File: config.mk
export PLATFORM = sky130hd
export DESIGN_NAME = sfx_sequencer
export DESIGN_NICKNAME = d
export VERILOG_FILES = /design/src/rtl/sfx_sequencer_pkg.sv /design/src/rtl/sfx_sequencer_tone_gen.sv /design/src/rtl/sfx_sequencer.sv
export SDC_FILE = /design/constraint.sdc
export NUM_CORES = 1
export LEC_CHECK = 0
export CORE_MARGIN = 4
export CORE_UTILIZATION = 49
export CTS_CLUSTER_DIAMETER = 30
export DETAILED_ROUTE_END_ITERATION = 8
export DONT_BUFFER_PORTS = 1
export MAX_ROUTING_LAYER = met4
export PLACE_DENSITY = 0.64
export SYNTH_ARGS = -nofsm -noshare
export SYNTH_HDL_FRONTEND = slang
export SYNTH_SLANG_ARGS = --single-unit
File: constraint.sdc
create_clock -name clk -period 9.4 [get_ports clk]
set_input_delay 2.82 -clock clk [delete_from_list [all_inputs] [get_ports clk]]
set_output_delay 2.82 -clock clk [all_outputs]
set_load 0.02 [all_outputs]
File: src/rtl/sfx_sequencer_pkg.sv
// Shared definitions for the sound-effect sequencer: effect codes (code doubles
// as priority), FSM states, counter widths and the melody tables.
package sfx_sequencer_pkg;

    typedef enum logic [1:0] {
        SFX_NONE      = 2'd0,
        SFX_JUMP      = 2'd1,
        SFX_MILESTONE = 2'd2,
        SFX_GAMEOVER  = 2'd3
    } sfx_e;

    typedef enum logic {
        ST_IDLE = 1'b0,
        ST_PLAY = 1'b1
    } state_e;

    localparam int HALF_W = 16;
    localparam int TICK_W = 5;
    localparam int NOTE_W = 3;

    // Number of notes in each effect's melody.
    function automatic logic [NOTE_W-1:0] note_count(input sfx_e s);
        case (s)
            SFX_JUMP:      note_count = 3'd2;
            SFX_MILESTONE: note_count = 3'd3;
            SFX_GAMEOVER:  note_count = 3'd5;
            default:       note_count = 3'd0;
        endcase
    endfunction

    // Half-period in clocks of a note; 0 marks a rest.
    function automatic logic [HALF_W-1:0] note_half(input sfx_e s, input logic [NOTE_W-1:0] idx);
        note_half = 16'd0;
        case (s)
            SFX_JUMP: begin
                case (idx)
                    3'd0:    note_half = 16'd14304;
                    3'd1:    note_half = 16'd9536;
                    default: note_half = 16'd0;
                endcase
            end
            SFX_MILESTONE: begin
                case (idx)
                    3'd0:    note_half = 16'd12022;
                    3'd1:    note_half = 16'd9543;
                    3'd2:    note_half = 16'd8028;
                    default: note_half = 16'd0;
                endcase
            end
            SFX_GAMEOVER: begin
                case (idx)
                    3'd0:    note_half = 16'd16056;
                    3'd1:    note_half = 16'd21444;
                    3'd2:    note_half = 16'd32111;
                    3'd3:    note_half = 16'd0;
                    3'd4:    note_half = 16'd64222;
                    default: note_half = 16'd0;
                endcase
            end
            default: note_half = 16'd0;
        endcase
    endfunction

    // Note length in game ticks.
    function automatic logic [TICK_W-1:0] note_dur(input sfx_e s, input logic [NOTE_W-1:0] idx);
        note_dur = 5'd0;
        case (s)
            SFX_JUMP: begin
                case (idx)
                    3'd0, 3'd1: note_dur = 5'd3;
                    default:    note_dur = 5'd0;
                endcase
            end
            SFX_MILESTONE: begin
                case (idx)
                    3'd0, 3'd1: note_dur = 5'd4;
                    3'd2:       note_dur = 5'd6;
                    default:    note_dur = 5'd0;
                endcase
            end
            SFX_GAMEOVER: begin
                case (idx)
                    3'd0, 3'd1, 3'd2: note_dur = 5'd8;
                    3'd3:             note_dur = 5'd4;
                    3'd4:             note_dur = 5'd16;
                    default:          note_dur = 5'd0;
                endcase
            end
            default: note_dur = 5'd0;
        endcase
    endfunction

endpackage

File: src/rtl/sfx_sequencer_tone_gen.sv
// Square-wave generator: counts clocks up to the half-period and toggles.
// The tone output is the level the toggle flop holds in the next cycle, so
// the top can register it into the pin in step with busy.
module sfx_tone_gen
    import sfx_sequencer_pkg::*;
(
    input  logic              clk,
    input  logic              rst_n,
    input  logic              restart,
    input  logic [HALF_W-1:0] half_period,
    output logic              tone
);

    logic [HALF_W-1:0] r_cnt;
    logic              r_tone;
    logic [HALF_W-1:0] w_cnt_nxt;
    logic              w_tone_nxt;

    // Next counter/tone: restart or a rest clears both, else count and toggle.
    always_comb begin
        w_cnt_nxt  = r_cnt;
        w_tone_nxt = r_tone;
        if (restart) begin
            w_cnt_nxt  = 16'd0;
            w_tone_nxt = 1'b0;
        end else if (half_period == 16'd0) begin
            w_cnt_nxt  = 16'd0;
            w_tone_nxt = 1'b0;
        end else if (r_cnt == (half_period - 16'd1)) begin
            w_cnt_nxt  = 16'd0;
            w_tone_nxt = ~r_tone;
        end else begin
            w_cnt_nxt  = r_cnt + 16'd1;
            w_tone_nxt = r_tone;
        end
    end

    // Half-period counter and toggle flop.
    always_ff @(posedge clk or negedge rst_n) begin
        if (!rst_n) begin
            r_cnt  <= 16'd0;
            r_tone <= 1'b0;
        end else begin
            r_cnt  <= w_cnt_nxt;
            r_tone <= w_tone_nxt;
        end
    end

    assign tone = w_tone_nxt;

endmodule

File: src/rtl/sfx_sequencer.sv
// Sound-effect sequencer: picks the highest-priority game event, plays its
// melody note by note (duration in game ticks, pitch from the tone generator)
// and drives a registered, mutable square wave on the audio pin.
module sfx_sequencer
    import sfx_sequencer_pkg::*;
#(
    parameter int unsigned PITCH_SHIFT  = 0,
    parameter bit          EN_MILESTONE = 1'b1
)(
    input  logic        clk,
    input  logic        rst_n,
    input  logic        game_tick,
    input  logic        jump_pulse,
    input  logic        game_over_pulse,
    input  logic        game_start_pulse,
    input  logic [15:0] score,
    input  logic        mute,
    output logic        sound,
    output logic        busy
);

    state_e            r_state;
    sfx_e              r_sfx;
    logic [NOTE_W-1:0] r_note_idx;
    logic [TICK_W-1:0] r_tick_cnt;
    logic [15:0]       r_score_prev;
    logic              r_busy;
    logic              r_sound;

    state_e            w_state_nxt;
    sfx_e              w_sfx_nxt;
    logic [NOTE_W-1:0] w_note_nxt;
    logic [TICK_W-1:0] w_tick_nxt;
    logic              w_restart;
    sfx_e              w_req;
    logic              w_ms_req;
    logic              w_accept;
    logic [HALF_W-1:0] w_half_eff;
    logic [TICK_W-1:0] w_dur;
    logic              w_last;
    logic              w_tone_nxt;

    // A milestone is a change onto a whole hundred; a held score fires once.
    assign w_ms_req = EN_MILESTONE && (score != r_score_prev)
                      && (score[7:0] == 8'h00) && (score[15:8] != 8'h00);

    // Highest-priority request of this cycle.
    always_comb begin
        w_req = SFX_NONE;
        if (game_over_pulse) begin
            w_req = SFX_GAMEOVER;
        end else if (w_ms_req) begin
            w_req = SFX_MILESTONE;
        end else if (jump_pulse) begin
            w_req = SFX_JUMP;
        end else begin
            w_req = SFX_NONE;
        end
    end

    // Equal priority restarts; lower priority during play is dropped.
    assign w_accept   = (w_req != SFX_NONE) && ((r_state == ST_IDLE) || (w_req >= r_sfx));
    assign w_half_eff = note_half(r_sfx, r_note_idx) >> PITCH_SHIFT;
    assign w_dur      = note_dur(r_sfx, r_note_idx);
    assign w_last     = (r_note_idx == (note_count(r_sfx) - 3'd1));

    // Next state: accept beats game start, which beats the note advance.
    always_comb begin
        w_state_nxt = r_state;
        w_sfx_nxt   = r_sfx;
        w_note_nxt  = r_note_idx;
        w_tick_nxt  = r_tick_cnt;
        w_restart   = 1'b0;
        case (r_state)
            ST_IDLE: begin
                w_restart = 1'b1;
                if (w_accept) begin
                    w_state_nxt = ST_PLAY;
                    w_sfx_nxt   = w_req;
                    w_note_nxt  = 3'd0;
                    w_tick_nxt  = 5'd0;
                end else begin
                    w_state_nxt = ST_IDLE;
                end
            end
            ST_PLAY: begin
                if (w_accept) begin
                    w_sfx_nxt  = w_req;
                    w_note_nxt = 3'd0;
                    w_tick_nxt = 5'd0;
                    w_restart  = 1'b1;
                end else if (game_start_pulse) begin
                    w_state_nxt = ST_IDLE;
                    w_sfx_nxt   = SFX_NONE;
                    w_note_nxt  = 3'd0;
                    w_tick_nxt  = 5'd0;
                    w_restart   = 1'b1;
                end else if (game_tick) begin
                    if (r_tick_cnt == (w_dur - 5'd1)) begin
                        w_tick_nxt = 5'd0;
                        w_restart  = 1'b1;
                        if (w_last) begin
                            w_state_nxt = ST_IDLE;
                            w_sfx_nxt   = SFX_NONE;
                            w_note_nxt  = 3'd0;
                        end else begin
                            w_note_nxt = r_note_idx + 3'd1;
                        end
                    end else begin
                        w_tick_nxt = r_tick_cnt + 5'd1;
                    end
                end else begin
                    w_state_nxt = ST_PLAY;
                end
            end
            default: begin
                w_state_nxt = ST_IDLE;
                w_sfx_nxt   = SFX_NONE;
                w_note_nxt  = 3'd0;
                w_tick_nxt  = 5'd0;
                w_restart   = 1'b1;
            end
        endcase
    end

    sfx_tone_gen u_tone (
        .clk         (clk),
        .rst_n       (rst_n),
        .restart     (w_restart),
        .half_period (w_half_eff),
        .tone        (w_tone_nxt)
    );

    // Sequencer registers plus the registered pin and busy flag.
    always_ff @(posedge clk or negedge rst_n) begin
        if (!rst_n) begin
            r_state      <= ST_IDLE;
            r_sfx        <= SFX_NONE;
            r_note_idx   <= 3'd0;
            r_tick_cnt   <= 5'd0;
            r_score_prev <= 16'd0;
            r_busy       <= 1'b0;
            r_sound      <= 1'b0;
        end else begin
            r_state      <= w_state_nxt;
            r_sfx        <= w_sfx_nxt;
            r_note_idx   <= w_note_nxt;
            r_tick_cnt   <= w_tick_nxt;
            r_score_prev <= score;
            r_busy       <= (w_state_nxt == ST_PLAY);
            r_sound      <= w_tone_nxt & ~mute & (w_state_nxt == ST_PLAY);
        end
    end

    assign sound = r_sound;
    assign busy  = r_busy;

endmodule
Word level (Yosys, flattened, before mapping)

Index checks and enable logic that the tools add are counted.

Flip-flop bits (word level): 45
Latch bits: 0
RAM bits: 0
ROM bits: 0
Bits of input ports: 23
Output and inout bits: 2
Logic and storage cells: 99
Memories: 0

Add/subtract/negate cells: 6
$mul: 0
Divide/modulo/power cells: 0
$lt $le $gt $ge: 1
Equal/unequal tests: 15
Shift operators: 0
Muxes and demuxes: 50
Bitwise operators: 5
Reductions and logical operators: 14

Operators with widths:

| operator                                            | count |
|---|---|
| one-hot mux 16 bit (4 select lines)                 | 1 |
| two-way mux 16 bit                                  | 3 |
| one-hot mux 16 bit (3 select lines)                 | 1 |
| one-hot mux 14 bit (3 select lines)                 | 1 |
| one-hot mux 5 bit (3 select lines)                  | 2 |
| one-hot mux 14 bit (2 select lines)                 | 1 |
| two-way mux 5 bit                                   | 5 |
| two-way mux 2 bit                                   | 9 |
| two-way mux 3 bit                                   | 6 |
| adder 16 x 1 -> 16 bit (second input constant)      | 1 |
| == test 16 bit                                      | 1 |
| logical NOT 16 bit                                  | 1 |
| != test 16 bit                                      | 1 |
| subtractor 16 x 1 -> 16 bit (second input constant) | 1 |
| two-way mux 1 bit                                   | 14 |
| one-hot mux 3 bit (2 select lines)                  | 2 |
| one-hot mux 5 bit (2 select lines)                  | 1 |
| one-hot mux 3 bit (3 select lines)                  | 1 |
| logical NOT 8 bit                                   | 1 |
| != test 4 x 2 -> 1 bit (second input constant)      | 2 |
| nonzero test 8 bit                                  | 1 |
| == test 3 x 2 -> 1 bit (second input constant)      | 2 |
| adder 5 x 1 -> 5 bit (second input constant)        | 1 |
| == test 5 bit                                       | 1 |
| other kinds (24)                                    | 31 |

Depth between registers and ports, before layout

Gate-level depths: netlist of the first run.

Word-level depth: 14
Depth in mapped cells: 17
Depth with buffers taken out: 13

Cells and area by module

A second synthesis of the first run with hierarchy kept.

Cells, all modules: 369
Area, all modules: 3,390.8 µm²

Modules (own cells, without submodules):

| module        | instances | cells each | area an instance (µm²) | seq. area each (µm²) |
|---|---|---|---|---|
| sfx_sequencer | 1         | 213        | 2,006.9                | 700.7 |
| sfx_tone_gen  | 1         | 156        | 1,383.8                | 425.4 |

Worst setup path before layout of the first run

No wires, ideal clock.

Path type: input to register
Start point: in score[5]
End point: reg r_note_idx[0]
Library setup time: 125 ps
Arrival: 5,245 ps
Required time: 9,275 ps
Path slack: 4,030 ps
Stages on the path: 13
Buffers on the path: 1
Cells stage by stage: xor2_1 > nor4_1 > nand4_1 > a21oi_1 > inv_1 > ha_1 > o21ai_0 > and3b_1 > a21oi_1 > nor2_1 > clkbuf_1 > nor2_1 > mux2_2

Longest elaborated chain between the ends: 10
Elaborated cells on any way between the ends: 16
Classes of those cells: order compare: 1; eq/ne: 4; mux: 4; reduce/logical: 7

Ends and longest elaborated chain:

| element                                                                                           | RTL line                                 | source |
|---|---|---|
| from (decl)                                                                                       | sfx_sequencer.sv:16                      | `input logic [15:0] score,` |
| != test 16 bit / logical NOT 8 bit (equally long branches)                                        | sfx_sequencer.sv:44, sfx_sequencer.sv:45 |  |
| logical AND 1 bit (*) (2 in a row)                                                                | sfx_sequencer.sv:45                      | `&& (score[7:0] == 8'h00) && (score[15:8] != 8'h00);` |
| two-way mux 2 bit (*)                                                                             | sfx_sequencer.sv:52                      | `end else if (w_ms_req) begin` |
| two-way mux 2 bit (*)                                                                             | sfx_sequencer.sv:50                      | `if (game_over_pulse) begin` |
| greater-or-equal comparator 2 bit                                                                 | sfx_sequencer.sv:62                      | `assign w_accept = (w_req != SFX_NONE) && ((r_state == ST_IDLE) \|\| (w_req >= r_sfx));` |
| logical OR 1 bit                                                                                  | sfx_sequencer.sv:62                      |  |
| logical AND 1 bit (*)                                                                             | sfx_sequencer.sv:62                      |  |
| != test 4 x 2 -> 1 bit (no source line) (tied with other cells)                                   | n/a                                      |  |
| AND reduction 3 bit (no source line) / one-hot mux 3 bit (2 select lines) (equally long branches) | n/a                                      |  |
| to (signal assigned)                                                                              | sfx_sequencer.sv:147                     | `r_note_idx <= w_note_nxt;` |
| to (decl)                                                                                         | sfx_sequencer.sv:24                      | `logic [NOTE_W-1:0] r_note_idx;` |

Mark *: on every way between the ends. The rest lies on a longest branch, timed or not.
A chain may end at the register's enable or synchronous reset.

Worst setup path in the final report of the first run

Start point: in score[13]
End point: reg r_note_idx[0]

Longest elaborated chain between the ends: 10
Elaborated cells on any way between the ends: 16
Classes of those cells: order compare: 1; eq/ne: 4; mux: 4; reduce/logical: 7

Ends and longest elaborated chain:

| element                                                                                           | RTL line            | source |
|---|---|---|
| != test 16 bit                                                                                    | sfx_sequencer.sv:44 | `assign w_ms_req = EN_MILESTONE && (score != r_score_prev)` |
| logical AND 1 bit                                                                                 | sfx_sequencer.sv:45 |  |
| logical AND 1 bit (*)                                                                             | sfx_sequencer.sv:45 |  |
| two-way mux 2 bit (*)                                                                             | sfx_sequencer.sv:52 |  |
| two-way mux 2 bit (*)                                                                             | sfx_sequencer.sv:50 |  |
| greater-or-equal comparator 2 bit                                                                 | sfx_sequencer.sv:62 |  |
| logical OR 1 bit                                                                                  | sfx_sequencer.sv:62 |  |
| logical AND 1 bit (*)                                                                             | sfx_sequencer.sv:62 |  |
| != test 4 x 2 -> 1 bit (no source line) (tied with other cells)                                   | n/a                 |  |
| AND reduction 3 bit (no source line) / one-hot mux 3 bit (2 select lines) (equally long branches) | n/a                 |  |

Marked as above.

==> results of run 1 <==
routing by layer:
metal  share of wire [%]  wire length [um]
met1                  48              3169
met2                  47              3130
met3                 4.2               278
met4                 1.3                85
met5                   0                 0
flip-flops by register name (all words and copies together), names as in the netlist:
register	cells
busy	1
r_note_idx	3
r_score_prev	16
r_sfx	2
r_tick_cnt	5
sound	1
u_tone.r_cnt	16
u_tone.r_tone	1
logic make-up (layout without fill, tap and decap cells):
kind of cell               Yosys count  after routing  share of synthesized area, %
and+or+nand+nor                    134            134                         22.95
AOI/OAI and AO/OA                   71             71                         15.27
xor gates and xnor gates            47             47                         13.09
DFF                                 45             45                         35.80
buffers and inverters               34             30                         4.495
adders and majority gates           17             17                         6.762
muxes                                5              5                         1.631
worst reg2reg max path: cells and delay by family, from the launching register on:
kind	cells	cell delay [ps]
flip-flops	1	450
adder cells (fa/ha/maj)	2	600
AO/OA/AOI/OAI	1	470
buffers and inverters	2	320
AND/OR/NAND/NOR	6	2270
XOR/XNOR	1	150
cell type report:
cell class / count / area, sq um / area share, %
multi-input combinational: 274 / 1878 / 56.96
tap: 75 / 93.84 / 2.846
clock buffer: 5 / 68.82 / 2.087
inverter: 22 / 82.58 / 2.505
clock inverter: 3 / 47.55 / 1.442
sequential: 45 / 1126 / 34.16
placed cells by master (no fill, tap or decap), drive strengths merged, types with 8 or more instances in the layout:
cell	Yosys	layout
a21oi	11	11
dfrtp	45	45
ha	17	17
inv	22	24
nand2	21	21
nand3	15	15
nor2	23	23
nor2b	8	8
nor3	23	23
nor4	11	11
o21ai	20	20
xnor2	19	19
xor2	28	28
Yosys cell counts (all sizes together), types with 4 or more instances:
cell	count	area share [%]
o21ai	20	3.2
mux2i	4	1.3
buf	6	1.2
nand2b	5	0.99
nor2	23	2.8
nor2b	8	1.6
a21oi	11	1.8
clkbuf	6	0.72
inv	22	2.6
dfrtp	45	36
a211oi	5	1.2
xor2	28	7.8
o22ai	5	0.99
o21a	4	0.95
nor4	11	2.2
nor3	23	3.8
or2	5	0.99
and3	4	0.80
nand3	15	2.4
nand2	21	2.5
xnor2	19	5.3
ha	17	6.8
final timing paths:
| path | depth (start not counted) | to | from |
|---|---|---|---|
| worst max-delay path | 12 | r_note_idx[0]$_DFFE_PN0P_ | score[13] |
| worst min-delay path | 3 | sound$_DFF_PN0_ | u_tone.r_tone$_DFF_PN0_ |
| worst max register to register | 12 | u_tone.r_cnt[9]$_DFF_PN0_ | r_sfx[1]$_DFFE_PN0P_ |
| worst min register to register | 3 | sound$_DFF_PN0_ | u_tone.r_tone$_DFF_PN0_ |
| max in group asynchronous | 0 | u_tone.r_cnt[11]$_DFF_PN0_ | rst_n |
| min in group asynchronous | 0 | u_tone.r_cnt[6]$_DFF_PN0_ | rst_n |
through the flow:
| stage | setup slack, ps | instances |
|---|---|---|
| 2_1_floorplan | 4030 | 353 |
| 3_3_place_gp | 3392 | 416 |
| 3_5_place_dp | 3311 | 416 |
| 4_1_cts | 3630 | 424 |
| 5_1_grt | 3342 | 424 |
| 6_report | 3656 | 424 |
power by group through the flow:
stage / logic (mW) / registers [mW] / clock network [mW]
final: 0.465 / 0.234 / 0.153
after global routing: 0.529 / 0.238 / 0.165
after CTS: 0.464 / 0.234 / 0.157
after detailed placement: 0.461 / 0.238 / 0
after global placement: 0.454 / 0.238 / 0
after floorplan: 0.381 / 0.231 / 0
==> run metrics, run 1 <==
status completed; placed cell areas 3181 sq um; Post-Route WL 6.664 mm; Clock Pin Slew Worst Setup and Hold Paths 100 ps; Mapped Nets 393; starting density of the core 51.90%; Vias/cell 5.868; layout cells sized above 1 5.444%; gr busiest metal met2; GR Overflow Total 0; postcts setup bufs 0; Slew @ Worst Pin 1104 ps; Worst Skew 11.30 ps; Flop pwr share 27.4%; cell row count 28; Syn Std Cell Area 3146 sq um; unrepaired setup endpoints after global routing false; cells along the critical path xor2_1, nor4_1, nand4_1, a21oi_1, inv_1, ha_1, o21ai_0, and3b_1, a21oi_1, nor4bb_1, nor2_1, mux2_2; # diodes 0; Initial DRC Count 158; WP data required 9590 ps; Die H 88.12 um; fin util 54.40%; Clk Latency, worst-skew pair 300 ps; Startpoint Class input pin; TritonCTS buffer count 5; Yosys cell types 58; Max Buffers Root-to-Sink 2; first-pass GRT wire length 11.87 mm; vias in the first global route 2481; critical path endpoint category flop; crit-path max FO 8; Fmax 174.1 MHz; flops & latches, synth 45; worst vdd ir 0.0001627 V; fill cell count 556; YS warnings 0; WHS 564.8 ps; CP Class in2reg; per-cell routed wire length 15.72 um; initial antenna violation count 0; Seq/Total Area, Yosys 35.80%; Logic pwr share 54.6%; post-layout power 0.8520 mW; Design Area, Final 3297 sq um; internal cell power 0.4778 mW; DRC 0; post-synthesis instance total 353; # setup viols final 0; fin crit period 5744 ps; Port Buffer Count 0; largest net degree at the start of global routing 46; CORE AREA 6061 sq um; power density cells 258.4 nW/um^2; Final TNS setup 0 ps; worst relative slew slack 25.39%; top_reg_cell synth dfrtp_1; period utilization 61.11%; most used cell, CP a21oi_1; WP data arrival 5940 ps; H-tree depth 2; P&R area growth vs syn 4.813%; slowest cell on the critical path nor4bb_1; # IOs 25; max capacitance violation total 0; GR Layer Usage met1 27.24%; Final Slew Violations 0; Tot GR Track Use 19.93%; die area 7765 sq um; slowest stage delay, CP 960 ps; class of the tightest hold or removal check reg2reg; clock network power share 18.0%; CTS Root Cell clkbuf_8; DR vias 2488; Psw 0.3742 mW; R2R Setup Slk 4990 ps; post-cts resize count 0; Sw Ratio 43.92%; crit-path leading delay family simple AND/OR/NAND/NOR gates; TritonCTS clock tree built; Nets 388; met3 Use GR 3.387%; gpl congestion 0.8349; die width 88.12 um; Fin. Hold Viols 0; Hold-fix buffers, CTS 0; post-synthesis area per instance 8.911 sq um; WP buf/inv 1; met2 GRT Util 30.62%; DP HPWL 5.052 mm; Post-DRT Antenna Nets 0; FFs w/ async S/R, synth 100.0%; DRT Pass-1 Iters 4; number of synthesized flops with an enable pin 0; total number of clock tree sinks 45; leakage power 1.358 nW
Power figures use the tool's default switching activity.
==> inputs of run 2 (changes only) <==
==> constraint.sdc (replaced) <==
create_clock -name clk -period 5.5 [get_ports clk]
set_input_delay 1.65 -clock clk [delete_from_list [all_inputs] [get_ports clk]]
set_output_delay 1.65 -clock clk [all_outputs]
set_load 0.02 [all_outputs]
==> run metrics, run 2 (synthesis gave the netlist of run 1 again) <==
Slew @ Worst Pin 838.4 ps; Tot GR Track Use 19.50%; initial antenna violation count 0; Setup Slack @ Placement 942.7 ps; WP data required 5650 ps; worst vdd ir 0.0002508 V; worst relative slew slack 43.93%; Final Slew Violations 0; most common cell after layout, fill and taps aside dfrtp_1; met2 GRT Util 29.79%; period utilization 79.03%; DRT Pass-1 Iters 6; gr busiest metal met2; first-pass GRT wire length 11.69 mm; fin util 54.25%; PnR worst setup slack 1153 ps; cell row count 28; DP HPWL 5.066 mm; class of the tightest hold or removal check reg2reg; TritonCTS buffer count 5; postcts setup bufs 0; CP Class reg2reg; multi-input logic area 1878 sq um; WP data arrival 4500 ps; post-route non-filler standard cell count 425; # diodes 0; Post-DRT Antenna Nets 0; unrepaired setup endpoints after global routing false; die area 7765 sq um; fin crit period 4347 ps; Worst Skew 12.33 ps; Initial DRC Count 160; Startpoint Class flop; Final TNS setup 0 ps; gpl congestion 0.8173; status completed; post-layout power 1.412 mW; Max Buffers Root-to-Sink 2; TritonCTS clock tree built; DRC 0; H-tree depth 2; crit-path max FO 18; Port Buffer Count 0; Vias/cell 5.795; GR Layer Usage met1 26.23%; Fin. Hold Viols 0; Post-Route WL 6.603 mm; die width 88.12 um; largest net degree at the start of global routing 46; starting density of the core 51.90%; Fmax 230.1 MHz; vias in the first global route 2449; Die H 88.12 um; Seq. cell area 1126 sq um; critical path endpoint category flop; # IOs 25; most frequent cells in the layout dfrtp_1, xor2_1, nor2_1, inv_1, nor3_1; met3 Use GR 3.763%; leakage power 1.356 nW; biggest regs r_score_prev: 16 flops, u_tone.r_cnt: 16 flops, r_tick_cnt: 5 flops; max capacitance violation total 0; # setup viols final 0; total number of clock tree sinks 45; Clock Pin Slew Worst Setup and Hold Paths 90 ps; per-cell routed wire length 15.54 um; CTS Root Cell clkbuf_8; Clk Latency, worst-skew pair 300 ps; post-cts resize count 0; CORE AREA 6061 sq um; layout cells sized above 1 5.714%; Cells after DPL 417; DR vias 2463; Nets 389; Hold-fix buffers, CTS 0; power density cells 429.4 nW/um^2; fill cell count 563; GR Overflow Total 0; P&R area growth vs syn 4.534%
-- run 2: cell types whose count changed in the layout (fill, tap and decap cells not counted) --
cell / before / now
buf_4: 0 / 1
bufinv_16: 1 / 0
clkbuf_8: 5 / 6
clkinv_4: 0 / 1
inv_6: 2 / 1
-- run 2: power breakdown --
| part | switching [mW] | internal (mW) | total, mW | leakage [nW] |
|---|---|---|---|---|
| clock network | 0.113 | 0.104 | 0.218 | 0.0518 |
| logic | 0.474 | 0.322 | 0.796 | 0.723 |
| registers | 0.0401 | 0.358 | 0.398 | 0.581 |
| total | 0.627 | 0.785 | 1.41 | 1.36 |
-- run 2: area by class of cell --
class | count | share of cell area [%]
sequential | 45 | 34.25
clock buffer | 6 | 2.511
clock inverter | 2 | 0.5327
multi-input combinational | 274 | 57.12
inverter | 22 | 2.511
tap | 75 | 2.854
timing repair buffer | 1 | 0.2283
-- run 2: path summary, 6_finish.rpt --
kind | endpoint | depth (start not counted) | slack, ps | from
max reg2reg | u_tone.r_cnt[13]$_DFF_PN0_ | 12 | 1150 | r_sfx[1]$_DFFE_PN0P_
min | sound$_DFF_PN0_ | 3 | 560 | u_tone.r_tone$_DFF_PN0_
max | u_tone.r_cnt[13]$_DFF_PN0_ | 12 | 1150 | r_sfx[1]$_DFFE_PN0P_
min reg2reg | sound$_DFF_PN0_ | 3 | 560 | u_tone.r_tone$_DFF_PN0_
max in group asynchronous | r_score_prev[7]$_DFF_PN0_ | 0 | 4360 | rst_n
min in group asynchronous | u_tone.r_cnt[4]$_DFF_PN0_ | 0 | 1030 | rst_n
-- run 2: metal layers --
layer / part of all wire (%) / vias up
li1: - / 1254
met5: 0 / -
met4: 1.2 / 0
met3: 3.5 / 10
met2: 46 / 50
met1: 50 / 1149
-- run 2: through the flow --
step / hold slack [ps] / instance area [sq um]
final: 557.1 / 3288
after global routing: 606.6 / 3288
after CTS: 565.1 / 3288
after detailed placement: 551.6 / 3188
after global placement: 544.9 / 3188
after floorplan: 516.0 / 3146
-- run 2: worst max-delay path, cell delays in order (launching register included) --
cell and delay [ps]:
dfrtp_1 430, inv_1 130, ha_1 330, or2_2 410, nor2_1 410, inv_1 170
ha_1 260, xnor2_1 140, or4_1 530, a2111o_1 460, or2_2 300, nand2_1 480
nor3_1 150
